File: src/rtl/snake_pkg.sv
// Shared types and constants for the snake game video path.
// Game state, grid geometry, palette and 640x480@60 timing.
package snake_pkg;

  typedef enum logic [1:0] {
    ST_RUNNING = 2'b00,
    ST_DIE     = 2'b01,
    ST_INITIAL = 2'b10
  } state_t;

  typedef enum logic [1:0] {
    DIR_UP    = 2'b00,
    DIR_RIGHT = 2'b01,
    DIR_DOWN  = 2'b10,
    DIR_LEFT  = 2'b11
  } dir_t;

  localparam int COLS = 32;
  localparam int ROWS = 24;
  localparam int CELL = 20;
  localparam logic [4:0] CELL_LAST = 5'(CELL - 1);

  localparam logic [9:0] H_VIS  = 10'd640;
  localparam logic [9:0] H_FP   = 10'd16;
  localparam logic [9:0] H_SYNC = 10'd96;
  localparam logic [9:0] H_BP   = 10'd48;
  localparam logic [9:0] H_SS   = H_VIS + H_FP;
  localparam logic [9:0] H_SE   = H_SS + H_SYNC;
  localparam logic [9:0] H_LAST = H_SE + H_BP - 10'd1;

  localparam logic [9:0] V_VIS  = 10'd480;
  localparam logic [9:0] V_FP   = 10'd10;
  localparam logic [9:0] V_SYNC = 10'd2;
  localparam logic [9:0] V_BP   = 10'd33;
  localparam logic [9:0] V_SS   = V_VIS + V_FP;
  localparam logic [9:0] V_SE   = V_SS + V_SYNC;
  localparam logic [9:0] V_LAST = V_SE + V_BP - 10'd1;

  localparam logic [11:0] C_BG   = 12'h000;
  localparam logic [11:0] C_BODY = 12'h0F0;
  localparam logic [11:0] C_HEAD = 12'hFF0;
  localparam logic [11:0] C_FOOD = 12'hF00;
  localparam logic [11:0] C_DIE  = 12'h888;
  localparam logic [11:0] C_INIT = 12'h00F;

  typedef struct packed {
    logic de;
    logic hs;
    logic vs;
    logic head;
    logic food;
  } s1_t;

endpackage

File: src/rtl/vga_timing.sv
// Raster counters, cell counters and raw sync/enable levels.
// Cell indices step without a divider and freeze in blanking.
module vga_timing
  import snake_pkg::*;
(
  input  logic       clk,
  input  logic       rst,
  output logic [4:0] cell_x,
  output logic [4:0] cell_y,
  output logic       de,
  output logic       hs_raw,
  output logic       vs_raw,
  output logic       frame_start
);

  logic [9:0] h_cnt, v_cnt, h_n, v_n;
  logic [4:0] sx, sy, sx_n, sy_n, cx_n, cy_n;
  logic       h_wrap, v_wrap;

  always_comb begin
    h_wrap = h_cnt == H_LAST;
    v_wrap = v_cnt == V_LAST;
    h_n    = h_wrap ? '0 : h_cnt + 10'd1;
    v_n    = v_cnt;
    sx_n   = sx;
    sy_n   = sy;
    cx_n   = cell_x;
    cy_n   = cell_y;
    if (h_wrap) begin
      sx_n = '0;
      cx_n = '0;
      v_n  = v_wrap ? '0 : v_cnt + 10'd1;
      if (v_wrap) begin
        sy_n = '0;
        cy_n = '0;
      end else if (v_cnt < V_VIS - 10'd1) begin
        sy_n = (sy == CELL_LAST) ? '0 : sy + 5'd1;
        cy_n = (sy == CELL_LAST) ? cell_y + 5'd1 : cell_y;
      end
    end else if (h_cnt < H_VIS - 10'd1) begin
      sx_n = (sx == CELL_LAST) ? '0 : sx + 5'd1;
      cx_n = (sx == CELL_LAST) ? cell_x + 5'd1 : cell_x;
    end
  end

  always_ff @(posedge clk or posedge rst) begin
    if (rst) begin
      h_cnt       <= '0;
      v_cnt       <= '0;
      sx          <= '0;
      sy          <= '0;
      cell_x      <= '0;
      cell_y      <= '0;
      frame_start <= 1'b0;
    end else begin
      h_cnt       <= h_n;
      v_cnt       <= v_n;
      sx          <= sx_n;
      sy          <= sy_n;
      cell_x      <= cx_n;
      cell_y      <= cy_n;
      frame_start <= (h_n == '0) && (v_n == V_VIS);
    end
  end

  assign de     = (h_cnt < H_VIS) && (v_cnt < V_VIS);
  assign hs_raw = !((h_cnt >= H_SS) && (h_cnt < H_SE));
  assign vs_raw = !((v_cnt >= V_SS) && (v_cnt < V_SE));

endmodule

File: src/rtl/vga_render.sv
// Occupancy-grid reader: bitmap fetch, overlay and palette.
// Two registered stages keep RGB and syncs aligned at the pins.
module vga_render
  import snake_pkg::*;
(
  input  logic        clk,
  input  logic        rst,
  input  logic [1:0]  game_state,
  input  logic [4:0]  head_x,
  input  logic [4:0]  head_y,
  input  logic [4:0]  food_x,
  input  logic [4:0]  food_y,
  output logic [9:0]  occ_addr,
  input  logic        occ_data,
  output logic        frame_start,
  output logic [11:0] vga,
  output logic        h_sync,
  output logic        v_sync
);

  logic [4:0]  cell_x, cell_y;
  logic        de, hs_raw, vs_raw;
  state_t      state_q;
  s1_t         s1;
  logic [11:0] pix, head_c, body_c;

  vga_timing u_timing (
    .clk         (clk),
    .rst         (rst),
    .cell_x      (cell_x),
    .cell_y      (cell_y),
    .de          (de),
    .hs_raw      (hs_raw),
    .vs_raw      (vs_raw),
    .frame_start (frame_start)
  );

  // RAM returns this cell's bit in the cycle stage 1 is valid
  assign occ_addr = {cell_y, cell_x};

  always_comb begin
    head_c = (state_q == ST_DIE) ? C_DIE : C_HEAD;
    body_c = (state_q == ST_DIE) ? C_DIE : C_BODY;
    pix    = C_BG;
    priority case (1'b1)
      !s1.de:                pix = '0;
      state_q == ST_INITIAL: pix = C_INIT;
      s1.food:               pix = C_FOOD;
      s1.head:               pix = head_c;
      occ_data:              pix = body_c;
      default:               pix = C_BG;
    endcase
  end

  always_ff @(posedge clk or posedge rst) begin
    if (rst) begin
      state_q <= ST_INITIAL;
      s1      <= '{de: 1'b0, hs: 1'b1, vs: 1'b1,
                   head: 1'b0, food: 1'b0};
      vga     <= '0;
      h_sync  <= 1'b1;
      v_sync  <= 1'b1;
    end else begin
      if (frame_start)
        state_q <= state_t'(game_state);
      s1.de   <= de;
      s1.hs   <= hs_raw;
      s1.vs   <= vs_raw;
      s1.head <= (cell_x == head_x) && (cell_y == head_y);
      s1.food <= (cell_x == food_x) && (cell_y == food_y);
      vga     <= pix;
      h_sync  <= s1.hs;
      v_sync  <= s1.vs;
    end
  end

endmodule

File: config.mk
export PLATFORM = sky130hd
export DESIGN_NAME = vga_render
export DESIGN_NICKNAME = d
export VERILOG_FILES = /design/src/rtl/snake_pkg.sv /design/src/rtl/vga_timing.sv /design/src/rtl/vga_render.sv
export SDC_FILE = /design/constraint.sdc
export NUM_CORES = 1
export LEC_CHECK = 0
export CORE_ASPECT_RATIO = 0.6
export CORE_UTILIZATION = 49
export DETAILED_ROUTE_END_ITERATION = 6
export PLACE_DENSITY = 0.8
export SYNTH_ARGS = -nofsm -noshare
export SYNTH_HDL_FRONTEND = slang
export SYNTH_SLANG_ARGS = --single-unit
export TNS_END_PERCENT = 100
File: constraint.sdc
create_clock -name clk -period 2.1 [get_ports clk]
set_clock_uncertainty 0.15 [all_clocks]
set_input_delay 0.42 -clock clk [delete_from_list [all_inputs] [get_ports clk]]
set_output_delay 0.42 -clock clk [all_outputs]
set_load 0.005 [all_outputs]
-- After elaboration in Yosys (flattened, before gate mapping)
Index checks and enable logic that the tools add are counted.
- output and inout port bits: 25
- input port bits: 25
- flip-flop bits (word level): 62
- logic and storage cells: 79
- muxes and demuxes: 22
- equality and inequality tests: 11
- order comparisons: 8
- add/sub/neg operators: 6
- reductions and logical operators: 16
- operator list (operator ; count):
    12-bit 2-to-1 mux ; 6
    5-bit 2-to-1 mux ; 12
    10-bit < comparator (second input constant) ; 3
    10-bit by 9-bit < comparator with 1-bit output (second input constant) ; 3
    10-bit 2-to-1 mux ; 3
    10-bit by 1-bit adder with 10-bit output (second input constant) ; 2
    5-bit by 1-bit adder with 5-bit output (second input constant) ; 4
    10-bit == test (second input constant) ; 2
    5-bit == test ; 4
    11-bit 2-to-1 mux ; 1
    10-bit by 9-bit == test with 1-bit output (second input constant) ; 1
    5-bit == test (second input constant) ; 2
    10-bit greater-or-equal comparator (second input constant) ; 1
    10-bit by 9-bit greater-or-equal comparator with 1-bit output (second input constant) ; 1
    10-bit zero test ; 1
    2-bit nonzero test ; 4
    1-bit logical AND ; 6
    2-bit AND reduction ; 2
    3-bit AND reduction ; 1
    2-bit by 1-bit == test with 1-bit output (second input constant) ; 1
    2-bit == test (second input constant) ; 1
    1-bit zero test ; 2

-- Depth between registers and ports, before layout
- depth after elaboration: 7
- depth in mapped cells: 10
- gate-level depth less buffers: 7

-- Modules after synthesis
From an unflattened synthesis, not the netlist that was laid out.
- cells, all modules: 337
- area, all modules: 3151.8 sq um
- modules (own cells, without submodules) (module ; sequential area each (sq um) ; area an instance (sq um) ; cells an instance ; times used):
    vga_timing ; 1026.0 ; 2382.3 ; 271 ; 1
    vga_render ; 381.6 ; 769.5 ; 66 ; 1

-- Worst setup path after synthesis
Ideal clock, no wire load.
- kind: register to register
- start point: register u_timing.v_cnt[0]
- end point: register u_timing.sy[0]
- clock period less this slack: 2.325 ns
- stages on the path, launching flop included: 10
- library setup time: 0.118 ns
- setup slack: -0.225 ns
- required time: 1.832 ns
- arrival time: 2.057 ns
- path buffers: 3
- cells stage by stage: dfrtp_1 -> clkbuf_1 -> inv_1 -> ha_1 -> nand4_1 -> or4_1 -> buf_6 -> buf_2 -> a21o_1 -> a21o_1
- word-level cells in the longest chain between the ends: 3
- elaborated cells between the ends (all ways): 5
- classes of those cells: 1 x order compare; 1 x eq/ne; 1 x mux; 2 x reduce/logical
- RTL lines (item ; RTL line ; source):
    start, declared ; vga_timing.sv:16 ; logic [9:0] h_cnt, v_cnt, h_n, v_n;
    start signal, assigned ; vga_timing.sv:57 ; v_cnt <= v_n;
    10-bit by 9-bit < comparator with 1-bit output / 10-bit == test (equally long branches) ; vga_timing.sv:36, vga_timing.sv:22 ;
    2-bit nonzero test (no line) ; n/a ;
    2-bit AND reduction (no line) ; n/a ;
    end signal, assigned ; vga_timing.sv:59 ; sy <= sy_n;
    end, declared ; vga_timing.sv:17 ; logic [4:0] sx, sy, sx_n, sy_n, cx_n, cy_n;
Several ways; a longest one is shown, not always the timed one.
A chain may end at the register's enable or synchronous reset.

-- Worst setup path in the final report
- start point: register u_timing.h_cnt[7]
- end point: register u_timing.frame_start
- word-level cells in the longest chain between the ends: 4
- elaborated cells between the ends (all ways): 7
- classes of those cells: 1 x add/sub; 2 x eq/ne; 2 x mux; 2 x reduce/logical
- RTL lines (item ; RTL line ; source):
    start, declared ; vga_timing.sv:16 ;
    start signal, assigned ; vga_timing.sv:56 ; h_cnt <= h_n;
    10-bit by 1-bit adder with 10-bit output / 10-bit == test (equally long branches) ; vga_timing.sv:23, vga_timing.sv:21 ;
    10-bit 2-to-1 mux, on equally long branches ; vga_timing.sv:23, vga_timing.sv:29 ;
    10-bit zero test / 10-bit by 9-bit == test with 1-bit output (equally long branches) ; vga_timing.sv:62 ; frame_start <= (h_n == '0) && (v_n == V_VIS);
    1-bit logical AND * ; vga_timing.sv:62 ;
    end signal, assigned ; vga_timing.sv:62 ;
    end, declared ; vga_timing.sv:13 ; output logic frame_start
Mark *: on every way between the ends. The rest lies on a longest branch, timed or not.

==> metrics.md <==
| Metric | Value |
|---|---|
| Port bufs | `49` |
| Setup TNS | `-0.715 ns` |
| Finish-stage setup viols | `14` |
| RSZ-0062 raised after global routing | `yes` |
| Status | `finished, violations left` |
| Clk buf depth | `2` |
| Count of flip-flops with a built-in enable after synthesis | `0` |
| Num ports | `50` |
| Slew at the pin with the worst max-slew slack | `0.412 ns` |
| Leak | `0.00195 uW` |
| Max FO, Critical Path | `4` |
| Vias | `3167` |
| Root buf cell | `clkbuf_16` |
| # DRC | `0` |
| Yosys warnings | `0` |
| P&R area growth vs syn | `39.1%` |
| Max_cap viols | `0` |
| Ys flop type | `dfrtp_1` |
| Starting density of the core | `0.527` |
| CP Cell Sequence | `or4b_4 > nor3_4 > mux2i_1 > a2111o_1 > nor4_2` |
| Fmax | `443 MHz` |
| Seq/Total Area, Yosys | `0.420` |
| Die area | `7190 um2` |
| Synth top area share | `0.381` |
| Sw power | `445 uW` |
| # rows | `22` |
| Pwr/cell area | `462 nW/um2` |
| Clock Power Share | `0.449` |
| Clock-pin slew on the worst setup and hold paths | `0.07 ns` |
| Most frequent cells in the layout | `buf_4 (57), dfrtp_1 (51), clkdlybuf4s50_1 (49), xnor2_1 (27), nor2_1 (26)` |
| Fin Hold WS | `0.208 ns` |
| Synth Register Bits | `56` |
| CP required | `2.16 ns` |
| Crit start category | `register` |
| Clock sink count | `56` |
| CP max stage delay | `0.60 ns` |
| Core area | `6360 um2` |
| Vias/cell | `5.95` |
| Worst vdd ir | `0.373 mV` |
| Initial antenna violation count | `0` |
| CP Capture Type | `register` |
| Synth cell types | `63` |
| Max-slew violation count | `0` |
| Number of global-route vias before repair | `2891` |
| Global-route wire length before repair | `14700 um` |
| Failing checks | `setup timing` |
| Commonest non-fill, non-tap cell in the layout | `buf_4` |
| Kind of critical path | `reg -> reg` |
| Grt ovf | `0` |
| Worst-Skew Late Latency | `0.30 ns` |
| Chip Width | `109 um` |
| RD Place Congestion | `0.908` |
| Post-Layout Cell Count | `532` |
| Nets@finish | `481` |
| Initial DRC Count | `330` |
| Internal Power | `1710 uW` |
| Period minus WS final | `2.26 ns` |
| Largest net degree at the start of global routing | `57` |
| Critical Path AT | `2.31 ns` |
| Mapped Area | `3350 um2` |
| Inst Count DP | `513` |
| Die height | `66.1 um` |
| 1st-pass router iterations | `5` |
| Synth area leaders | `dfrtp_1 (38%), xnor2_1 (7.1%), dfstp_2 (3.9%), ha_1 (3.4%), o21ai_0 (3.0%)` |
| Slowest cell on the critical path | `or4b_4` |
| Setup ws final | `-0.156 ns` |
| Hold buffer count at cts | `0` |
| # diodes | `0` |
| H-tree Lvls | `2` |
| Post-synthesis net count | `384` |
| Layout cells sized above 1 | `0.270` |
| TritonCTS clock tree | `done` |
| Post-synthesis cell count | `350` |
| Area leader, netlist | `dfrtp_1` |
| Switching share of total power | `0.206` |
| Post-synth ARST share | `1.00` |
| Syn_area_per_cell | `9.58 um2` |
| HPWL after DPL | `6640 um` |
| Crit share post-route | `1.07` |
| GR Util All Layers | `0.273` |
| Logic pwr share | `0.050` |
| Antenna viol nets, final | `0` |
| Hold Fails Final Rpt | `0` |
| WL/cell | `18.2 um` |
| Hold Crit Class | `reg -> reg` |
| Slew HR | `0.723` |
| Final wirelength | `9660 um` |
| Share of power burned in registers | `0.502` |
| Cts bufs inserted | `5` |
## path summary, 6_finish.rpt
| path | endpoint | cells past startpoint | startpoint | slack [ns] |
|---|---|---|---|---|
| hold / removal | h_sync | 0 | s1[3] | 0.21 |
| setup / recovery | u_timing.frame_start | 5 | u_timing.h_cnt[7] | -0.16 |
| max in group asynchronous | s1[3] | 3 | rst | 1.14 |
| hold reg to reg | h_sync | 0 | s1[3] | 0.21 |
| setup reg to reg | u_timing.frame_start | 5 | u_timing.h_cnt[7] | -0.16 |
| min in group asynchronous | vga[11] | 3 | rst | 0.35 |
## per-stage QoR
step | total power, uW | instance area (um2) | util | setup slack, ns
global placement | 1210 | 4270 | 0.672 | -0.0725
finish | 2160 | 4670 | 0.734 | -0.156
floorplan | 1140 | 3430 | - | -0.0738
CTS | 2160 | 4570 | 0.719 | -0.0989
detailed placement | 1210 | 4270 | 0.672 | -0.128
global route | 2220 | 4670 | 0.734 | -0.231
## cells by family after synthesis
family                   Yosys count  share of synthesized area
flip-flops                        56                      0.420
AND/OR/NAND/NOR                  128                      0.216
XOR/XNOR                          35                     0.0914
adder cells (fa/ha/maj)            9                     0.0336
multiplexers                       7                     0.0224
buffers and inverters             39                     0.0638
AO/OA/AOI/OAI                     76                      0.153
## power groups by stage
stage	Sequential [uW]	Combinational [uW]	Clock, uW
after floorplan	1100	38.6	0
after global placement	1100	104	0
after detailed placement	1100	107	0
after CTS	1080	108	973
after global routing	1080	116	1020
final	1080	107	967
## worst max-delay path, delay by kind of cell, from the launching register on
kind	cells	cell delay (ns)
compound gates	1	0.42
flops	1	0.43
simple gates	3	1.03
mux	1	0.12
## cell usage after synthesis (2+ instances only)
library cell / n
dfrtp_1: 51
xnor2_1: 27
nand2_1: 26
nor2_1: 26
o21ai_0: 20
nand3_1: 16
a21oi_1: 14
inv_1: 14
nand4_1: 11
buf_4: 9
ha_1: 9
buf_2: 8
xor2_1: 8
a211oi_1: 7
or3_1: 7
nor3_1: 6
dfstp_2: 5
clkbuf_1: 4
mux2_2: 4
nor2b_1: 4
nor4_1: 4
or4_1: 4
a21boi_0: 3
a21o_1: 3
a31oi_1: 3
a41oi_1: 3
buf_6: 3
mux2i_1: 3
nand2b_1: 3
nand3b_1: 3
o21ai_1: 3
a211o_1: 2
and2_1: 2
and3_1: 2
nand3_2: 2
nor4_2: 2
o211ai_1: 2
o31a_1: 2
## layout make-up
cell class                 count  area, um2
tap                           84        105
inverter                      14       52.6
fill                         426       1690
timing repair buffer         115       1040
sequential                    56       1410
clock inverter                 3       47.5
clock buffer                   5        125
multi-input combinational    255       1890
## timing repair
item	4_1_cts	5_1_grt
pin swaps	16	10
gates resized for setup	14	24
cloned	0	0
buffers inserted	8	3
setup endpoints to repair	17	23
## state kept, by name, indices dropped and copies added, names as in the netlist
signal / count
u_timing.sx: 5
s1: 5
h_sync: 1
u_timing.v_cnt: 10
v_sync: 1
vga: 6
u_timing.cell_x: 5
u_timing.h_cnt: 10
u_timing.sy: 5
u_timing.cell_y: 5
state_q: 2
u_timing.frame_start: 1
## metal layers
| layer | up-vias | GRT usage | share of wire |
|---|---|---|---|
| met2 | 161 | 0.393 | 0.44 |
| met3 | 27 | 0.0512 | 0.074 |
| met5 | - | 0 | 0 |
| met1 | 1536 | 0.416 | 0.46 |
| met4 | 0 | 0.0760 | 0.025 |
| li1 | 1443 | - | - |
Note: power is estimated with default switching activity, not from simulation.
